===== src/rtl/compositor_pkg.sv =====
// ---------------------------------------------------------------------------
// compositor_pkg
// Constants and types shared by the layer compositor and its palette:
//   PAL_ENTRIES      number of entries in the default palette table
//   TERRAIN_IDX      palette index used for terrain pixels
//   BACKDROP_IDX     palette index used when nothing covers the pixel
//   FADE_LEVEL_FULL  fade level meaning full brightness (scale 8/8)
//   DEFAULT_PALETTE  reset contents of the palette (RGB888, index 0 first)
//   src_tag_e        pixel source carried down the pipeline
//   fade_state_e     fade sequencer states
// ---------------------------------------------------------------------------
package compositor_pkg;

    localparam int PAL_ENTRIES  = 32;
    localparam int TERRAIN_IDX  = 22;
    localparam int BACKDROP_IDX = 24;

    localparam logic [3:0] FADE_LEVEL_FULL = 4'd8;

    localparam logic [23:0] DEFAULT_PALETTE [PAL_ENTRIES] = '{
        24'h23405B, 24'hFFFFFF, 24'h000000, 24'hE43B44,
        24'hF77622, 24'hFEAE34, 24'hFEE761, 24'h2FBDA1,
        24'h3E8948, 24'h265C42, 24'h193C3E, 24'h124E89,
        24'h0099DB, 24'h2CE8F5, 24'hC0CBDC, 24'h8B9BB4,
        24'h5A6988, 24'h3A4466, 24'h262B44, 24'hFF0044,
        24'h68386C, 24'hB55088, 24'h844731, 24'hF6757A,
        24'h0055AA, 24'hE8B796, 24'hC28569, 24'hA22633,
        24'h733E39, 24'h3E2731, 24'hEAD4AA, 24'hFBAF3A
    };

    typedef enum logic [1:0] {
        SRC_BLANK    = 2'd0,
        SRC_BACKDROP = 2'd1,
        SRC_TERRAIN  = 2'd2,
        SRC_LAYER    = 2'd3
    } src_tag_e;

    typedef enum logic [1:0] {
        FADE_IDLE = 2'd0,
        FADE_OUT  = 2'd1,
        FADE_DARK = 2'd2,
        FADE_IN   = 2'd3
    } fade_state_e;

endpackage


===== src/rtl/palette_regfile.sv =====
// ---------------------------------------------------------------------------
// palette_regfile
// Flop-based colour palette, loaded with DEFAULT_PALETTE on reset.
// One synchronous write port, one combinational read port; a read of an
// entry in the same cycle it is written returns the previous contents.
//   clk       clock
//   reset_n   asynchronous active-low reset
//   we_i      write enable
//   waddr_i   write index
//   wdata_i   write colour (RGB888)
//   raddr_i   read index
//   rdata_o   read colour (RGB888)
// ---------------------------------------------------------------------------
module palette_regfile
    import compositor_pkg::*;
#(
    parameter int IDX_W = 5
) (
    input  logic             clk,
    input  logic             reset_n,
    input  logic             we_i,
    input  logic [IDX_W-1:0] waddr_i,
    input  logic [23:0]      wdata_i,
    input  logic [IDX_W-1:0] raddr_i,
    output logic [23:0]      rdata_o
);

    localparam int DEPTH = 2 ** IDX_W;

    logic [23:0] mem_q [DEPTH];

    // Palette storage: reset image wraps if the table is wider than the default.
    always_ff @(posedge clk or negedge reset_n) begin
        if (!reset_n) begin
            for (int i = 0; i < DEPTH; i++) begin
                mem_q[i] <= DEFAULT_PALETTE[i % PAL_ENTRIES];
            end
        end else if (we_i) begin
            mem_q[waddr_i] <= wdata_i;
        end else begin
            mem_q <= mem_q;
        end
    end

    assign rdata_o = mem_q[raddr_i];

endmodule


===== src/rtl/layer_compositor.sv =====
// ---------------------------------------------------------------------------
// layer_compositor
// Three-stage pixel compositor: picks the highest-priority source among the
// sprite layers, the terrain bitmap and the backdrop, fetches the sprite
// palette index from an external synchronous RAM, then looks the colour up
// in the palette. Optional fade-to-black sequencer is built only when the
// macro COMPOSITOR_FADE_EN is defined.
//   clk, reset_n                 clock, asynchronous active-low reset
//   DrawY                        current pixel row
//   terrain_data                 terrain column bitmap, one bit per row
//   layer_draw, layer_addr       per-layer coverage flags and packed addresses
//   blank                        high in the visible area
//   frame_start                  one-cycle pulse per frame
//   sprite_addr / sprite_data    sprite RAM read address / returned index
//   pal_we, pal_waddr, pal_wdata palette write port
//   fade_req / fade_busy         fade request / fade in progress
//   Red, Green, Blue, blank_out  registered colour and aligned blank
// ---------------------------------------------------------------------------
module layer_compositor
    import compositor_pkg::*;
#(
    parameter int NUM_LAYERS   = 4,
    parameter int ADDR_W       = 18,
    parameter int IDX_W        = 5,
    parameter int TERRAIN_PRIO = 2,
    parameter int FADE_FRAMES  = 4
) (
    input  logic                         clk,
    input  logic                         reset_n,
    input  logic [9:0]                   DrawY,
    input  logic [479:0]                 terrain_data,
    input  logic [NUM_LAYERS-1:0]        layer_draw,
    input  logic [NUM_LAYERS*ADDR_W-1:0] layer_addr,
    input  logic                         blank,
    input  logic                         frame_start,
    output logic [ADDR_W-1:0]            sprite_addr,
    input  logic [IDX_W-1:0]             sprite_data,
    input  logic                         pal_we,
    input  logic [IDX_W-1:0]             pal_waddr,
    input  logic [23:0]                  pal_wdata,
    input  logic                         fade_req,
    output logic                         fade_busy,
    output logic [7:0]                   Red,
    output logic [7:0]                   Green,
    output logic [7:0]                   Blue,
    output logic                         blank_out
);

    // ---------------- Stage 1: priority resolution ----------------
    logic              terrain_s;
    logic              found_s;
    src_tag_e          tag1_d;
    logic [ADDR_W-1:0] sprite_addr_d;
    src_tag_e          tag1_q;
    src_tag_e          tag2_q;
    logic [ADDR_W-1:0] sprite_addr_q;
    logic [2:0]        blank_dly_q;

    // Rows past the bitmap never show terrain.
    assign terrain_s = (DrawY < 10'd480) ? terrain_data[DrawY[8:0]] : 1'b0;

    // Walk priority slots low to high; terrain occupies the slot just ahead
    // of layer TERRAIN_PRIO (or after every layer when it equals NUM_LAYERS).
    always_comb begin
        found_s       = 1'b0;
        tag1_d        = SRC_BACKDROP;
        sprite_addr_d = '0;
        for (int i = 0; i < NUM_LAYERS; i++) begin
            if (!found_s && (i == TERRAIN_PRIO) && terrain_s) begin
                found_s = 1'b1;
                tag1_d  = SRC_TERRAIN;
            end else begin
                found_s = found_s;
            end
            if (!found_s && layer_draw[i]) begin
                found_s       = 1'b1;
                tag1_d        = SRC_LAYER;
                sprite_addr_d = layer_addr[i*ADDR_W +: ADDR_W];
            end else begin
                found_s = found_s;
            end
        end
        if (!found_s && (TERRAIN_PRIO >= NUM_LAYERS) && terrain_s) begin
            tag1_d = SRC_TERRAIN;
        end else begin
            tag1_d = tag1_d;
        end
        if (!blank) begin
            tag1_d        = SRC_BLANK;
            sprite_addr_d = '0;
        end else begin
            tag1_d = tag1_d;
        end
    end

    // Pipeline registers for stages 1 and 2 plus the blank delay line.
    always_ff @(posedge clk or negedge reset_n) begin
        if (!reset_n) begin
            sprite_addr_q <= '0;
            tag1_q        <= SRC_BLANK;
            tag2_q        <= SRC_BLANK;
            blank_dly_q   <= 3'b000;
        end else begin
            sprite_addr_q <= sprite_addr_d;
            tag1_q        <= tag1_d;
            tag2_q        <= tag1_q;
            blank_dly_q   <= {blank_dly_q[1:0], blank};
        end
    end

    assign sprite_addr = sprite_addr_q;
    assign blank_out   = blank_dly_q[2];

    // ---------------- Stage 2: index select ----------------
    logic [IDX_W-1:0] idx_s;
    logic [23:0]      pal_rdata_s;

    // sprite_data is the RAM reply to the address registered one cycle earlier.
    always_comb begin
        case (tag2_q)
            SRC_LAYER:    idx_s = sprite_data;
            SRC_TERRAIN:  idx_s = IDX_W'(TERRAIN_IDX);
            SRC_BACKDROP: idx_s = IDX_W'(BACKDROP_IDX);
            default:      idx_s = IDX_W'(BACKDROP_IDX);
        endcase
    end

    palette_regfile #(
        .IDX_W (IDX_W)
    ) u_palette (
        .clk     (clk),
        .reset_n (reset_n),
        .we_i    (pal_we),
        .waddr_i (pal_waddr),
        .wdata_i (pal_wdata),
        .raddr_i (idx_s),
        .rdata_o (pal_rdata_s)
    );

    // ---------------- Stage 3: fade and output register ----------------
    logic [23:0] rgb_s;
    logic [23:0] rgb_q;

`ifdef COMPOSITOR_FADE_EN
    localparam int CNT_W = (FADE_FRAMES > 1) ? $clog2(FADE_FRAMES) : 1;

    fade_state_e      fade_state_q;
    logic [3:0]       level_q;
    logic [CNT_W-1:0] frame_cnt_q;
    logic             fade_busy_q;
    logic             level_step_s;
    logic [10:0]      r_mul_s;
    logic [10:0]      g_mul_s;
    logic [10:0]      b_mul_s;

    // A level step happens on the frame_start that completes FADE_FRAMES frames.
    assign level_step_s = frame_start && (frame_cnt_q == CNT_W'(FADE_FRAMES - 1));

    // Fade sequencer; fade_req is only honoured while the level is at rest.
    always_ff @(posedge clk or negedge reset_n) begin
        if (!reset_n) begin
            fade_state_q <= FADE_IDLE;
            level_q      <= FADE_LEVEL_FULL;
            frame_cnt_q  <= '0;
            fade_busy_q  <= 1'b0;
        end else begin
            case (fade_state_q)
                FADE_IDLE, FADE_DARK: begin
                    frame_cnt_q <= '0;
                    if (fade_req) begin
                        fade_state_q <= (fade_state_q == FADE_IDLE) ? FADE_OUT : FADE_IN;
                        fade_busy_q  <= 1'b1;
                    end
                end
                FADE_OUT, FADE_IN: begin
                    if (level_step_s) begin
                        frame_cnt_q <= '0;
                        if (fade_state_q == FADE_OUT) begin
                            level_q <= level_q - 4'd1;
                            if (level_q == 4'd1) begin
                                fade_state_q <= FADE_DARK;
                                fade_busy_q  <= 1'b0;
                            end
                        end else begin
                            level_q <= level_q + 4'd1;
                            if (level_q == 4'd7) begin
                                fade_state_q <= FADE_IDLE;
                                fade_busy_q  <= 1'b0;
                            end
                        end
                    end else if (frame_start) begin
                        frame_cnt_q <= frame_cnt_q + CNT_W'(1);
                    end
                end
                default: begin
                    fade_state_q <= FADE_IDLE;
                    level_q      <= FADE_LEVEL_FULL;
                    frame_cnt_q  <= '0;
                    fade_busy_q  <= 1'b0;
                end
            endcase
        end
    end

    assign fade_busy = fade_busy_q;

    // Each channel scaled by level/8; level 8 is an exact pass-through.
    always_comb begin
        r_mul_s = {3'b000, pal_rdata_s[23:16]} * {7'b0000000, level_q};
        g_mul_s = {3'b000, pal_rdata_s[15:8]}  * {7'b0000000, level_q};
        b_mul_s = {3'b000, pal_rdata_s[7:0]}   * {7'b0000000, level_q};
        rgb_s   = {r_mul_s[10:3], g_mul_s[10:3], b_mul_s[10:3]};
    end
`else
    logic unused_fade_s;

    assign unused_fade_s = ^{fade_req, frame_start, FADE_LEVEL_FULL};
    assign fade_busy     = 1'b0;
    assign rgb_s         = pal_rdata_s;
`endif

    // Output colour register; blanked pixels are forced black.
    always_ff @(posedge clk or negedge reset_n) begin
        if (!reset_n) begin
            rgb_q <= 24'h000000;
        end else if (tag2_q == SRC_BLANK) begin
            rgb_q <= 24'h000000;
        end else begin
            rgb_q <= rgb_s;
        end
    end

    assign Red   = rgb_q[23:16];
    assign Green = rgb_q[15:8];
    assign Blue  = rgb_q[7:0];

endmodule


===== config.mk =====
export PLATFORM = sky130hd
export DESIGN_NAME = layer_compositor
export DESIGN_NICKNAME = d
export VERILOG_FILES = /design/src/rtl/compositor_pkg.sv /design/src/rtl/palette_regfile.sv /design/src/rtl/layer_compositor.sv
export SDC_FILE = /design/constraint.sdc
export NUM_CORES = 1
export LEC_CHECK = 0
export CORE_MARGIN = 3
export CORE_UTILIZATION = 59
export CTS_CLUSTER_SIZE = 14
export DETAILED_ROUTE_END_ITERATION = 8
export GPL_TIMING_DRIVEN = 0
export PLACE_DENSITY_LB_ADDON = 0.1
export SYNTH_ARGS = -nofsm -noshare
export SYNTH_HDL_FRONTEND = slang
export SYNTH_HIERARCHICAL = 1
export SYNTH_SLANG_ARGS = --single-unit

===== constraint.sdc =====
create_clock -name clk -period 4.4 [get_ports clk]
set_input_delay 0.88 -clock clk [delete_from_list [all_inputs] [get_ports clk]]
set_output_delay 0.88 -clock clk [all_outputs]
set_load 0.03 [all_outputs]

Word-level counts from Yosys, hierarchy flattened
Index checks and enable logic that the tools add are counted.

cells by class
  eq/ne operators = 2
  muxes and demuxes = 26
  bitwise operators = 2
  reductions and logical operators = 10
  order comparisons = 5

operator list
  cell                                                                    count
  768-bit bitwise mux                                                     1
  24-bit binary-select mux with 5-bit select                              1
  24-bit demux with 5-bit select                                          1
  24-bit 2-to-1 mux                                                       4
  18-bit 2-to-1 mux                                                       5
  6-bit greater-or-equal comparator (second input constant)               2
  2-bit 2-to-1 mux                                                        6
  5-bit NOT with 6-bit output                                             2
  10-bit by 9-bit < comparator with 1-bit output (second input constant)  1
  9-bit by 10-bit < comparator with 1-bit output (second input constant)  1
  5-bit one-hot mux with 2 select lines                                   1
  1-bit binary-select mux with 9-bit select                               1
  6-bit by 1-bit < comparator with 1-bit output (second input constant)   1
  1-bit 2-to-1 mux                                                        6
  1-bit logical AND                                                       5
  2-bit == test (second input constant)                                   2
  1-bit zero test                                                         4
  2-bit zero test                                                         1

storage, ports and cells
  output and inout bits = 44
  input port bits = 606
  word-level logic and storage cells = 82
  flip-flop bits (word level) = 817

Logic depth before layout (Yosys ltp)
  word-level depth = 14
  gate-level depth with buffers = 13
  gate-level depth less buffers = 8

Hierarchy
Netlist, hierarchy kept.

by module, submodules not included
  module            area each (sq um)  cells each  times used  sequential area each (sq um)
  palette_regfile   36631.4            2602        1           19683.9
  layer_compositor  6258.5             547         1           1226.2

Least setup slack after synthesis
No wires, ideal clock.

  path type = in2reg
  from = in DrawY[2]
  to = reg sprite_addr_q[0], in the netlist sprite_addr[0]
  setup time = 0.121 ns
  arrival = 3.393 ns
  buffers on the path = 5
  cell stages on the path = 13
  setup slack = 0.887 ns
  required time = 4.279 ns
  path through = buf_2 > buf_4 > buf_2 > buf_1 > mux4_2 > mux2i_1 > nor2_1 > o2111ai_1 > nand4_1 > a32oi_2 > nand3_2 > buf_2 > a2bb2oi_1

between the ends
  word-level cells in the longest chain between the ends = 12
  elaborated cells on any way between the ends = 14
  those cells by class = order compare: 1; mux: 8; reduce/logical: 5

RTL lines
  what                                       line                     source
  from (decl)                                layer_compositor.sv:30   input logic [9:0] DrawY,
  1-bit binary-select mux with 9-bit select  layer_compositor.sv:60   assign terrain_s = (DrawY < 10'd480) ? terrain_data[DrawY[8:0]] : 1'b0;
  1-bit 2-to-1 mux (not written as such)     layer_compositor.sv:60
  1-bit 2-to-1 mux (*)                       layer_compositor.sv:60
  1-bit logical AND (*)                      layer_compositor.sv:69   if (!found_s && (i == TERRAIN_PRIO) && terrain_s) begin
  1-bit 2-to-1 mux (*)                       layer_compositor.sv:69
  1-bit zero test                            layer_compositor.sv:75   if (!found_s && layer_draw[i]) begin
  1-bit logical AND                          layer_compositor.sv:75
  1-bit 2-to-1 mux                           layer_compositor.sv:75
  1-bit zero test                            layer_compositor.sv:75
  1-bit logical AND                          layer_compositor.sv:75
  18-bit 2-to-1 mux (*)                      layer_compositor.sv:75
  18-bit 2-to-1 mux (*)                      layer_compositor.sv:88   if (!blank) begin
  named net sprite_addr_d[0]                 layer_compositor.sv:53   logic [ADDR_W-1:0] sprite_addr_d;
  to (signal assigned)                       layer_compositor.sv:104  sprite_addr_q <= sprite_addr_d;
  to (decl)                                  layer_compositor.sv:56   logic [ADDR_W-1:0] sprite_addr_q;

Mark *: on every way through the listed nets, which the timed path passes. The rest lies on a longest branch. The select of a mux whose other input is x is not followed.
A chain may end at the register's enable or synchronous reset.

Final worst setup path
  from = in DrawY[2]
  to = reg sprite_addr_q[1], in the netlist sprite_addr[1]

Same word-level chain as after synthesis.

==> results.sh <==
export IMPL_r2r_end="rgb_q[8]"
export IMPL_synth_flop_cell="dfrtp_1"
export IMPL_cts_buffers_inserted=82
export IMPL_r2r_start="tag2_q[1]"
export IMPL_status="finished with violations"
export IMPL_ys_seq_elements=817
export IMPL_tightest_slew_ns=1.088
export IMPL_fillers=4483
export IMPL_synth_seq_area_share_pct=48.75
export IMPL_antenna_left=0
export IMPL_mostFrequentLayoutCell="mux2_2"
export IMPL_cp_max_fo=10
export IMPL_layout_common_cells="mux2_2 (657), clkdlybuf4s50_1 (637), dfrtp_1 (445)"
export IMPL_skew_ns=0.01979
export IMPL_yosysWarnings=6
export IMPL_synth_cell_type_count=65
export IMPL_via_per_inst=6.491
export IMPL_worstRegToRegCells=9
export IMPL_drv_slew=0
export IMPL_leakagePower_uw=0.02276
export IMPL_drive_gt1_share_pct=40.47
export IMPL_use_met2_pct=62.65
export IMPL_cts_root_buffer="clkbuf_16"
export IMPL_max_freq_ghz=0.2267
export IMPL_crit_end="sprite_addr[1]"
export IMPL_synthArstFlopShare_pct=100.0
export IMPL_gp_congestion=1.014
export IMPL_path_depth=13
export IMPL_clk_pin_slew_ns=0.06
export IMPL_grt_pass1_vias=33210
export IMPL_ff2ff_setup_slack_ns=0.50
export IMPL_initial_core_util_pct=59.79
export IMPL_cp_end_kind="register"
export IMPL_overflow=0
export IMPL_die_x_um=275.6
export IMPL_hold_slack_ns=0.2322
export IMPL_grt_max_degree=138
export IMPL_startpoint_type="input port"
export IMPL_crit_top_cell="buf_2"
export IMPL_instances_no_fill=4904
export IMPL_critPathBufInv=5
export IMPL_syn_nets=3755
export IMPL_hold_path_class="input port to asynchronous set/reset pin"
export IMPL_vias=31830
export IMPL_postLayoutCellArea_um2=53800
export IMPL_worstPathRequired_ns=4.89
export IMPL_postSynthCellCount=3149
export IMPL_dr_pass1_iters=8
export IMPL_path_cells="buf_2 > buf_4 > clkbuf_1 > nor2b_2 > a22oi_1 > a31o_2 > o2111ai_4 > nand4_1 > a32oi_4 > buf_12 > nand3_4 > buf_2 > a2bb2oi_1"
export IMPL_num_rows=98
export IMPL_syn_area_um2=42890
export IMPL_powerDensity_nw_per_um2=418.4
export IMPL_setup_violations_final=1
export IMPL_numClockSinks=817
export IMPL_drt_iter0_markers=3308
export IMPL_min_period_over_period_pct=100.3
export IMPL_dp_cells=4746
export IMPL_synth_avg_cell_area_um2=13.62
export IMPL_slew_headroom_pct=27.18
export IMPL_criticalPathCategory="input port to register"
export IMPL_violations="negative setup slack"
export IMPL_use_met3_pct=11.74
export IMPL_max_cap_viol_count=0
export IMPL_place_ws_ns=-2.200
export IMPL_antenna_found_initial=12
export IMPL_worst_slack_ns=-0.01114
export IMPL_hpwlAfterDp_um=125500
export IMPL_areaGrowthSynthToFinish_pct=25.43
export IMPL_max_stage_delay_ns=0.72
export IMPL_wl_per_cell_um=32.34
export IMPL_fin_crit_ns=4.411
export IMPL_ctsHtreeMaxLevel=3
export IMPL_clockBufferDepth=3
export IMPL_critPathSlowestCell="clkbuf_1"
export IMPL_placement_cell_area_um2=50680
export IMPL_portBuffers=640
export IMPL_ir_worst_vdd_uv=373.7
export IMPL_met1_usage_pct=54.09
export IMPL_grt_pass1_wl_um=224600
export IMPL_rsz0062_at_grt="no"
export IMPL_die_area_um2=75970
export IMPL_core_area_um2=71730
export IMPL_critPathLaunch="DrawY[2]"
export IMPL_ios=650
export IMPL_final_nets=4487
export IMPL_worst_skew_pair_late_latency_ns=0.64
export IMPL_grt_usage_pct=41.42
export IMPL_drcViolationCount=0
export IMPL_grt_busiest_layer="met2"
export IMPL_cpLargestDelayFamily="buffers and inverters"
export IMPL_worst_endpoint_arrival_ns=4.90
export IMPL_cts_tree="yes"
export IMPL_dieHeight_um=275.6
export IMPL_wirelength_um=158600
export IMPL_synth_edf_count=0
export IMPL_hold_buffers=0
export IMPL_hold_viol=0
[state kept, by name, summed over array words and instances (netlist names)]
| signal | flops |
|---|---|
| blank_dly_q | 3 |
| rgb_q | 24 |
| sprite_addr | 18 |
| tag1_q | 2 |
| tag2_q | 2 |
| u_palette/mem_q | 768 |
[how the worst min path moves through the flow]
stage | from | to | cells after the start
after floorplan | blank_dly_q[0] | blank_dly_q[1] | 0
after global placement | tag1_q[0] | tag2_q[0] | 0
after detailed placement | tag1_q[0] | tag2_q[0] | 0
after CTS | reset_n | u_palette/mem_q[138] | 1
after global routing | reset_n | u_palette/mem_q[18] | 1
final | reset_n | u_palette/mem_q[138] | 1
[power breakdown]
group	total [µW]	internal, µW	switching [µW]
clock	7420	4380	3040
combinational	4860	2590	2270
sequential	10200	9430	801
[cell type report]
type	instances	area, µm²	area share (%)
repair buffers	648	6624	12.31
multi-input cells	2027	20430	37.97
flip-flops and latches	817	20910	38.87
well taps	950	1189	2.210
diodes	3	7.507	0.01396
clock inverters	39	498.0	0.9257
plain buffers	298	1744	3.242
clock buffers	115	2370	4.405
inverters	7	26.28	0.04884
[synth_stat cells (5+ instances only)]
library cell / number / share of area [%]
mux2_2: 657 / 17
dfrtp_1: 445 / 26
mux2i_1: 425 / 9.9
dfstp_2: 372 / 23
nand2_1: 133 / 1.2
clkbuf_1: 124 / 1.1
mux4_2: 114 / 6.0
a21oi_1: 94 / 1.1
buf_2: 86 / 1.0
a22oi_1: 84 / 1.5
mux2_4: 80 / 2.8
nand3_1: 77 / 0.90
a22o_1: 66 / 1.3
buf_4: 47 / 0.82
mux2_1: 43 / 1.1
nor2_1: 35 / 0.31
nor2b_1: 35 / 0.51
a31oi_1: 27 / 0.39
nor3_1: 25 / 0.29
a2bb2oi_1: 18 / 0.37
buf_1: 16 / 0.14
buf_6: 16 / 0.42
nand2_2: 15 / 0.22
nor2_2: 9 / 0.13
buf_12: 8 / 0.37
nor2_8: 8 / 0.37
inv_1: 6 / 0.053
nand2b_1: 6 / 0.088
o21ai_0: 6 / 0.070
o22ai_1: 6 / 0.088
a211oi_1: 5 / 0.088
nand3b_1: 5 / 0.088
[per-stage QoR]
step            TNS, ns  total power [µW]  utilization, %
6_report       -0.01114             22510           75.00
5_1_grt               0             23280           74.99
4_1_cts               0             22460           74.96
3_5_place_dp     -41.88             14990           70.66
3_3_place_gp          -             14700           70.38
2_1_floorplan         0             12990               -
[worst reg2reg max path: cells and delay by family, from the launching register on]
kind,cells,cell delay (ns)
AO/OA/AOI/OAI,2,1.00
buffers and inverters,3,1.53
flip-flops,1,0.42
AND/OR/NAND/NOR,4,0.76
[cell families (layout without fill, tap and decap cells)]
group | count (synthesis) | in the layout | synth area share (%)
AO/OA/AOI/OAI | 334 | 334 | 5.508
buffers and inverters | 305 | 1107 | 3.918
flip-flops | 817 | 817 | 48.75
multiplexers | 1319 | 1319 | 37.08
other | 1 | 4 | 0.008743
AND/OR/NAND/NOR | 373 | 373 | 4.729
[per-layer routing]
layer / routed length (µm) / vias up
li1: - / 13110
met1: 61870 / 16660
met2: 71040 / 1694
met3: 15240 / 361
met4: 10390 / 8
met5: 53 / -
[repair_timing]
item | CTS | global route
resized for setup | 50 | 10
buffers inserted | 1 | 0
pin swaps | 1 | 0
endpoints found under the setup margin | 20 | 16
No activity file was read; power rests on OpenSTA's default activity.
